$ cat src/rtl/fetch_ctrl_unit.sv
// IF-stage controller: owns the PC and IF/ID register, drives the imem request/ack
// handshake, and parks an acked instruction in a skid buffer on stall. Optional FETCH_TIMEOUT_EN.
module fetch_ctrl_unit #(
    parameter int PC_W        = 16,
    parameter int INSTR_W     = 16,
    parameter int RESET_PC    = 0,
    parameter int PC_INC      = 1,
    parameter int TIMEOUT_CYC = 255
) (
    input  logic               clk,
    input  logic               rst,
    input  logic               pcstall,
    input  logic               IF_IDstall,
    input  logic               flushIF_ID,
    input  logic               redirect_valid,
    input  logic [PC_W-1:0]    redirect_pc,
    output logic               imem_req,
    output logic [PC_W-1:0]    imem_addr,
    input  logic               imem_ack,
    input  logic [INSTR_W-1:0] imem_rdata,
    output logic [INSTR_W-1:0] ifid_instr,
    output logic [PC_W-1:0]    ifid_pc,
    output logic               ifid_valid,
    output logic [PC_W-1:0]    fetch_pc,
    output logic               fetch_err
);

    typedef enum logic [1:0] {FETCH, HOLD, DISCARD} state_t;

    localparam logic [PC_W-1:0] PC_RST = PC_W'(RESET_PC);
    localparam logic [PC_W-1:0] PC_STEP = PC_W'(PC_INC);

    state_t             state_q, state_n;
    logic [PC_W-1:0]    pc_q, pc_n;
    logic [INSTR_W-1:0] skid_q, skid_n;
    logic [PC_W-1:0]    skid_pc_q, skid_pc_n;
    logic [PC_W-1:0]    stale_q, stale_n;
    logic [INSTR_W-1:0] instr_n;
    logic [PC_W-1:0]    ifpc_n;
    logic               valid_n;
    logic               stall_f;

    assign stall_f   = pcstall | IF_IDstall;
    assign fetch_pc  = pc_q;
    assign imem_req  = !rst && (state_q != HOLD);
    assign imem_addr = (state_q == DISCARD) ? stale_q : pc_q;

    always_comb begin
        // NOTE: every output of this block gets a default first so no latch is inferred.
        state_n   = state_q;
        pc_n      = pc_q;
        skid_n    = skid_q;
        skid_pc_n = skid_pc_q;
        stale_n   = stale_q;
        instr_n   = ifid_instr;
        ifpc_n    = ifid_pc;
        valid_n   = ifid_valid;

        if (redirect_valid) begin
            // Redirect wins over every stall; any in-flight or parked fetch is squashed.
            pc_n    = redirect_pc;
            instr_n = '0;
            valid_n = 1'b0;
            case (state_q)
                FETCH: begin
                    if (!imem_ack) begin
                        stale_n = pc_q;
                        state_n = DISCARD;
                    end
                end
                DISCARD: state_n = imem_ack ? FETCH : DISCARD;
                default: state_n = FETCH;
            endcase
        end else begin
            case (state_q)
                FETCH: begin
                    if (imem_ack) begin
                        pc_n = pc_q + PC_STEP;
                        if (!stall_f) begin
                            instr_n = imem_rdata;
                            ifpc_n  = pc_q;
                            valid_n = 1'b1;
                        end else begin
                            skid_n    = imem_rdata;
                            skid_pc_n = pc_q;
                            state_n   = HOLD;
                        end
                    end else if (!stall_f) begin
                        instr_n = '0;
                        valid_n = 1'b0;
                    end
                end
                HOLD: begin
                    if (!stall_f) begin
                        instr_n = skid_q;
                        ifpc_n  = skid_pc_q;
                        valid_n = 1'b1;
                        state_n = FETCH;
                    end
                end
                DISCARD: begin
                    if (imem_ack) state_n = FETCH;
                    if (!IF_IDstall) begin
                        instr_n = '0;
                        valid_n = 1'b0;
                    end
                end
                default: state_n = FETCH;
            endcase
            // A flush beats IF_IDstall; the PC still advances past a dropped instruction.
            if (flushIF_ID) begin
                instr_n = '0;
                valid_n = 1'b0;
            end
        end
    end

    // NOTE: sequential state uses non-blocking assignments so all registers update together.
    always_ff @(posedge clk) begin
        if (rst) begin
            state_q    <= FETCH;
            pc_q       <= PC_RST;
            skid_q     <= '0;
            skid_pc_q  <= '0;
            stale_q    <= '0;
            ifid_instr <= '0;
            ifid_pc    <= '0;
            ifid_valid <= 1'b0;
        end else begin
            state_q    <= state_n;
            pc_q       <= pc_n;
            skid_q     <= skid_n;
            skid_pc_q  <= skid_pc_n;
            stale_q    <= stale_n;
            ifid_instr <= instr_n;
            ifid_pc    <= ifpc_n;
            ifid_valid <= valid_n;
        end
    end

`ifdef FETCH_TIMEOUT_EN
    localparam logic [7:0] TO_LIM = 8'(TIMEOUT_CYC);

    logic [7:0] to_cnt_q;
    logic [7:0] to_cnt_inc;
    logic       err_q;

    assign to_cnt_inc = to_cnt_q + 8'd1;

    // Counts cycles spent waiting on an unacknowledged request; the error is sticky until reset.
    always_ff @(posedge clk) begin
        if (rst) begin
            to_cnt_q <= '0;
            err_q    <= 1'b0;
        end else if (imem_ack) begin
            to_cnt_q <= '0;
        end else if (imem_req) begin
            if (to_cnt_q != 8'hFF) to_cnt_q <= to_cnt_inc;
            if (to_cnt_q != 8'hFF && to_cnt_inc == TO_LIM) err_q <= 1'b1;
        end
    end

    assign fetch_err = err_q;
`else
    assign fetch_err = 1'b0;
`endif

endmodule

$ cat config.mk
export PLATFORM = sky130hd
export DESIGN_NAME = fetch_ctrl_unit
export DESIGN_NICKNAME = d
export VERILOG_FILES = /design/src/rtl/fetch_ctrl_unit.sv
export SDC_FILE = /design/constraint.sdc
export NUM_CORES = 1
export LEC_CHECK = 0
export ABC_AREA = 1
export CAP_MARGIN = 20
export CORE_MARGIN = 5
export CORE_UTILIZATION = 30
export DETAILED_ROUTE_END_ITERATION = 6
export PLACE_DENSITY = 0.52
export RECOVER_POWER = 50
export SKIP_LAST_GASP = 1
export SYNTH_ARGS = -nofsm -noshare
export SYNTH_HDL_FRONTEND = slang
export SYNTH_SLANG_ARGS = --single-unit
$ cat constraint.sdc
create_clock -name clk -period 1.6 [get_ports clk]
set_input_delay 0.16 -clock clk [delete_from_list [all_inputs] [get_ports clk]]
set_output_delay 0.16 -clock clk [all_outputs]
set_load 0.05 [all_outputs]
Word level (Yosys, flattened, before mapping) --
Cells that the tools add are included.
Word-level totals: register bits after elaboration 99, logic and storage cells 68, output and inout bits 67, input port bits 39
Operators by class: reductions and logical operators 15, equality and inequality tests 13, bitwise logic cells 3, muxes and demuxes 28, $add $sub $neg 1
Operators with widths (count):
- $mux W16 | 12
- $pmux W16 S3 | 1
- $pmux W16 S2 | 1
- $ne A3 B3 Y1 const B | 6
- $add A16 B1 Y16 const B | 1
- $mux W2 | 7
- $reduce_and A5 Y1 | 2
- $ne A2 B2 Y1 const B | 4
- $reduce_and A4 Y1 | 2
- $pmux W2 S3 | 1
- $reduce_and A3 Y1 | 2
- $reduce_bool A2 Y1 | 3
- $mux W1 | 4
- $pmux W2 S2 | 1
- $pmux W1 S3 | 1
- $reduce_bool A3 Y1 | 1
- $reduce_or A3 Y1 | 1
- $eq A2 B1 Y1 const B | 1
- $eq A2 B2 Y1 const B | 1
- $logic_not A2 Y1 | 1
- $ne A2 B1 Y1 const B | 1
- $not A1 Y1 | 2
- $reduce_and A2 Y1 | 1
- $logic_and A1 B1 Y1 | 1
- 2 further kinds | 2

Longest topological paths before layout --
depth in word-level cells 5, gate-level depth with buffers 11, gate-level depth less buffers 11

Worst setup path after synthesis --
Ideal clock, no wire load.
path type reg2out, start point register state_q[0], end point output port imem_addr[11], arrival time 2.095 ns, path slack -0.655 ns, data required time 1.440 ns, cell stages (with the launch flop) 6, path buffers 2, cell sequence dfxtp_1 -> inv_1 -> ha_1 -> clkbuf_1 -> clkbuf_1 -> o21ai_0
On the way: word-level cells in the longest chain between the ends 2
Ends and longest elaborated chain:
- start, declared | RTL line 33 | state_t state_q, state_n;
- start signal, assigned | RTL line 130 | state_q <= state_n;
- $eq A2 B2 Y1 | RTL line 46 | assign imem_addr = (state_q == DISCARD) ? stale_q : pc_q;
- $mux W16 | RTL line 46
- end, declared | RTL line 18 | output logic [PC_W-1:0] imem_addr,
No other way between the ends.

Worst setup path in the final report --
start point register state_q[1], end point output port imem_addr[6]
Same word-level chain as after synthesis.

==> metrics.log <==
[metrics] initial standard-cell utilization of the core: 30.3%
[metrics] Peak VDD IR: 0.529 mV
[metrics] max-slew violation count: 0
[metrics] cell count after synthesis: 648
[metrics] count of final setup violators: 19
[metrics] H-Tree Level Count: 3
[metrics] length in cells of the worst reg-to-reg path: 9
[metrics] Final ANT Viol Nets: 0
[metrics] worst hold path depth: 3
[metrics] Placed Cells incl. Taps: 935
[metrics] Fmax achieved: 590 MHz
[metrics] measured slew at the worst slew-check pin: 0.659 ns
[metrics] part of the Yosys area used for sequential elements: 43.5%
[metrics] placement-stage worst setup slack: -0.0469 ns
[metrics] clock root buffer master: sky130_fd_sc_hd__clkbuf_16
[metrics] cell family with the largest share of critical-path delay: buffers and inverters
[metrics] FF-to-FF Start: state_q[1]
[metrics] number of global-route vias before repair: 4462
[metrics] failing checks: setup timing
[metrics] wire length of the first global-routing pass: 22900 µm
[metrics] core region area: 0.0150 mm²
[metrics] commonest non-fill, non-tap cells in the layout: sky130_fd_sc_hd__o21ai_0 (95), sky130_fd_sc_hd__dfxtp_1 (95), sky130_fd_sc_hd__nand2_1 (86)
[metrics] number of max-cap violations: 0
[metrics] Tightest Hold Check Type: input pin to register
[metrics] final worst path period need: 1.70 ns
[metrics] Syn. warnings: 0
[metrics] setup repair after global routing missed its margin: yes
[metrics] post-cts hold buffer count: 0
[metrics] worst setup path start: state_q[1]
[metrics] HPWL Detailed: 10200 µm
[metrics] count of unresolved DRC violations after routing: 0
[metrics] Post-Layout Cell Count: 963
[metrics] overall global routing resource usage: 15.8%
[metrics] Leakage Power: 0.00275 µW
[metrics] data arrival time at the worst-slack endpoint: 1.54 ns
[metrics] area enclosed by the die boundary: 0.0178 mm²
[metrics] worst path setup slack after routing: -0.0953 ns
[metrics] final WL: 14600 µm
[metrics] worst slew margin relative to its limit: 56.2%
[metrics] routed via count: 4733
[metrics] Critical Path, Cell by Cell: buf_6 > ha_4 > clkbuf_16 > nand2_2 > o21ai_4 > buf_12
[metrics] share of final-layout standard cells stronger than drive strength 1: 19.4%
[metrics] number of nets produced by synthesis: 693
[metrics] FILL cells: 1523
[metrics] number of core rows: 45
[metrics] number of iterations in the first detailed-routing pass: 5
[metrics] Layout Skew: 0.0121 ns
[metrics] Die Span X: 133 µm
[metrics] fraction of the cycle the final worst path needs: 106%
[metrics] clock tree from TritonCTS: built
[metrics] power consumption: 7540 µW
[metrics] number of stages on the worst setup path: 6
[metrics] required arrival time at the worst endpoint: 1.44 ns
[metrics] total global routing overflow: 0
[metrics] critical path class: register to output port
[metrics] GP Congestion: 0.847
[metrics] post-synthesis area per instance: 7.04 µm²
[metrics] total power density per cell area: 1100 mW/mm²
[metrics] run status: finished with violations
[metrics] IO Port Bufs: 104
[metrics] final-stage net count: 815
[metrics] peak fanout along the critical path: 7
[metrics] sort of element at the end of the critical path: output port
[metrics] Startpoint Class: register
[metrics] die height: 133 µm
[metrics] average wire per standard cell: 15.1 µm
[metrics] via/cell ratio: 4.91
[metrics] antenna violations before repair: 0
[metrics] clock network latency to the later pin of the worst-skew pair: 0.35 ns
[metrics] number of buffers inserted during clock tree synthesis: 9
[metrics] number of DRC markers in iteration 0: 470
[metrics] register clock-pin slew on the reported worst setup and hold paths: 0.07 ns
[metrics] Yosys reg bits: 99
[metrics] TritonCTS Sinks: 99
[metrics] clock tree buffer depth: 2
[metrics] library cells used by synthesis: 28
[metrics] I/O pin total: 106
[metrics] largest net degree at the start of global routing: 70
[metrics] Final Hold Violating Endpoints: 0
[metrics] synthesized area: 0.00456 mm²
[metrics] largest stage delay on the critical path: 0.35 ns
[metrics] Inserted Diodes: 0
[metrics] Area growth syn-to-layout: 50.1%
[metrics] slowest CP cell: sky130_fd_sc_hd__dfxtp_2
[metrics] Hold Path Origin: redirect_pc[0]
[metrics] count of buffering cells on the critical path with inverters included: 3
==> worst min-delay path, delay by kind of cell <==
| kind | cells | cell delay [ns] |
|---|---|---|
| buf+inv | 1 | 0.40 |
| compound gates | 1 | 0.08 |
| simple gates | 1 | 0.07 |
==> report_power, final <==
group | internal, µW | switching [µW] | leakage [µW]
Sequential | 2660 | 127 | 0.000811
Combinational | 986 | 1440 | 0.00178
Clock | 1370 | 959 | 0.000156
==> cells by family after synthesis <==
logic type,Yosys count,share of synthesized area [%]
xor gates and xnor gates,5,0.960
and+or+nand+nor,208,19.1
DFF,99,43.5
AOI/OAI and AO/OA,221,25.0
adders and majority gates,6,1.65
buffers and inverters,108,9.71
other,1,0.0822
==> registers in the layout, summed over array words and instances, names as in the netlist <==
| register | cells |
|---|---|
| ifid_valid | 1 |
| skid_pc_q | 16 |
| skid_q | 16 |
| ifid_instr | 16 |
| stale_q | 16 |
| fetch_pc | 16 |
| state_q | 2 |
| ifid_pc | 16 |
==> worst paths after layout <==
| kind | slack (ns) | endpoint |
|---|---|---|
| setup / recovery | -0.1 | imem_addr[6] |
| hold / removal | 0.40 | fetch_pc[0] |
| setup reg to reg | -0.01 | ifid_instr[14] |
| hold reg to reg | 0.45 | ifid_pc[15] |
==> metrics by stage <==
step	instance area, µm²	util (%)	hold WS, ns	TNS [ns]
2_1_floorplan	4680	-	0.316	-0.553
3_3_place_gp	6200	41.2	0.435	-0.318
3_5_place_dp	6200	41.2	0.437	-0.693
4_1_cts	6650	44.2	0.402	-1.61
5_1_grt	6850	45.5	0.413	-3.19
6_report	6850	45.5	0.404	-1.31
==> area by class of cell <==
type	instances	area (µm²)	area share (%)
Clock inverter	7	91.3	1.33
Timing Repair Buffer	150	1550	22.7
Inverter	69	265	3.87
Clock buffer	9	225	3.29
Tap cell	188	235	3.44
Sequential cell	99	1990	29.0
Multi-Input combinational cell	441	2490	36.3
==> cells in the mapped netlist <==
| cell | instances | area share (%) |
|---|---|---|
| sky130_fd_sc_hd__or2_1 | 1 | 0.14 |
| sky130_fd_sc_hd__o21ai_1 | 10 | 1.1 |
| sky130_fd_sc_hd__a21oi_1 | 73 | 8.0 |
| sky130_fd_sc_hd__o2111ai_1 | 1 | 0.19 |
| sky130_fd_sc_hd__buf_6 | 2 | 0.49 |
| sky130_fd_sc_hd__clkbuf_1 | 26 | 2.1 |
| sky130_fd_sc_hd__buf_2 | 8 | 0.88 |
| sky130_fd_sc_hd__inv_2 | 2 | 0.16 |
| sky130_fd_sc_hd__inv_1 | 66 | 5.4 |
| sky130_fd_sc_hd__ha_1 | 6 | 1.6 |
| sky130_fd_sc_hd__nand4_1 | 2 | 0.27 |
| sky130_fd_sc_hd__nand2_4 | 2 | 0.49 |
| sky130_fd_sc_hd__o211a_1 | 5 | 1.1 |
| sky130_fd_sc_hd__nor3_1 | 1 | 0.11 |
| sky130_fd_sc_hd__nor2_2 | 1 | 0.14 |
| sky130_fd_sc_hd__o21ai_0 | 127 | 14 |
| sky130_fd_sc_hd__dfxtp_1 | 99 | 43 |
| sky130_fd_sc_hd__buf_4 | 3 | 0.49 |
| sky130_fd_sc_hd__clkinv_2 | 1 | 0.11 |
| sky130_fd_sc_hd__xor2_1 | 5 | 0.96 |
| sky130_fd_sc_hd__conb_1 | 1 | 0.082 |
| sky130_fd_sc_hd__nand2_1 | 104 | 8.6 |
| sky130_fd_sc_hd__a31oi_1 | 5 | 0.69 |
| sky130_fd_sc_hd__nor2_1 | 63 | 5.2 |
| sky130_fd_sc_hd__nor2_8 | 1 | 0.44 |
| sky130_fd_sc_hd__or2_2 | 1 | 0.14 |
| sky130_fd_sc_hd__nor3_2 | 1 | 0.22 |
| sky130_fd_sc_hd__nand3_1 | 31 | 3.4 |
==> layer usage <==
| metal | wire length [µm] | vias up | track usage (%) |
|---|---|---|---|
| met5 | 0 | - | 0 |
| met4 | 279 | 0 | 5.60 |
| met3 | 750 | 20 | 2.72 |
| met2 | 6900 | 134 | 25.3 |
| met1 | 6640 | 2196 | 21.5 |
| li1 | - | 2383 | - |
==> what timing repair did <==
action                     CTS  global route
hold endpoints to repair     0             0
pin swaps                    5            10
resized for setup           17            65
setup buffers                1             3
setup endpoints to repair   51            73
cloned                       1             7
Power figures use the tool's default switching activity.
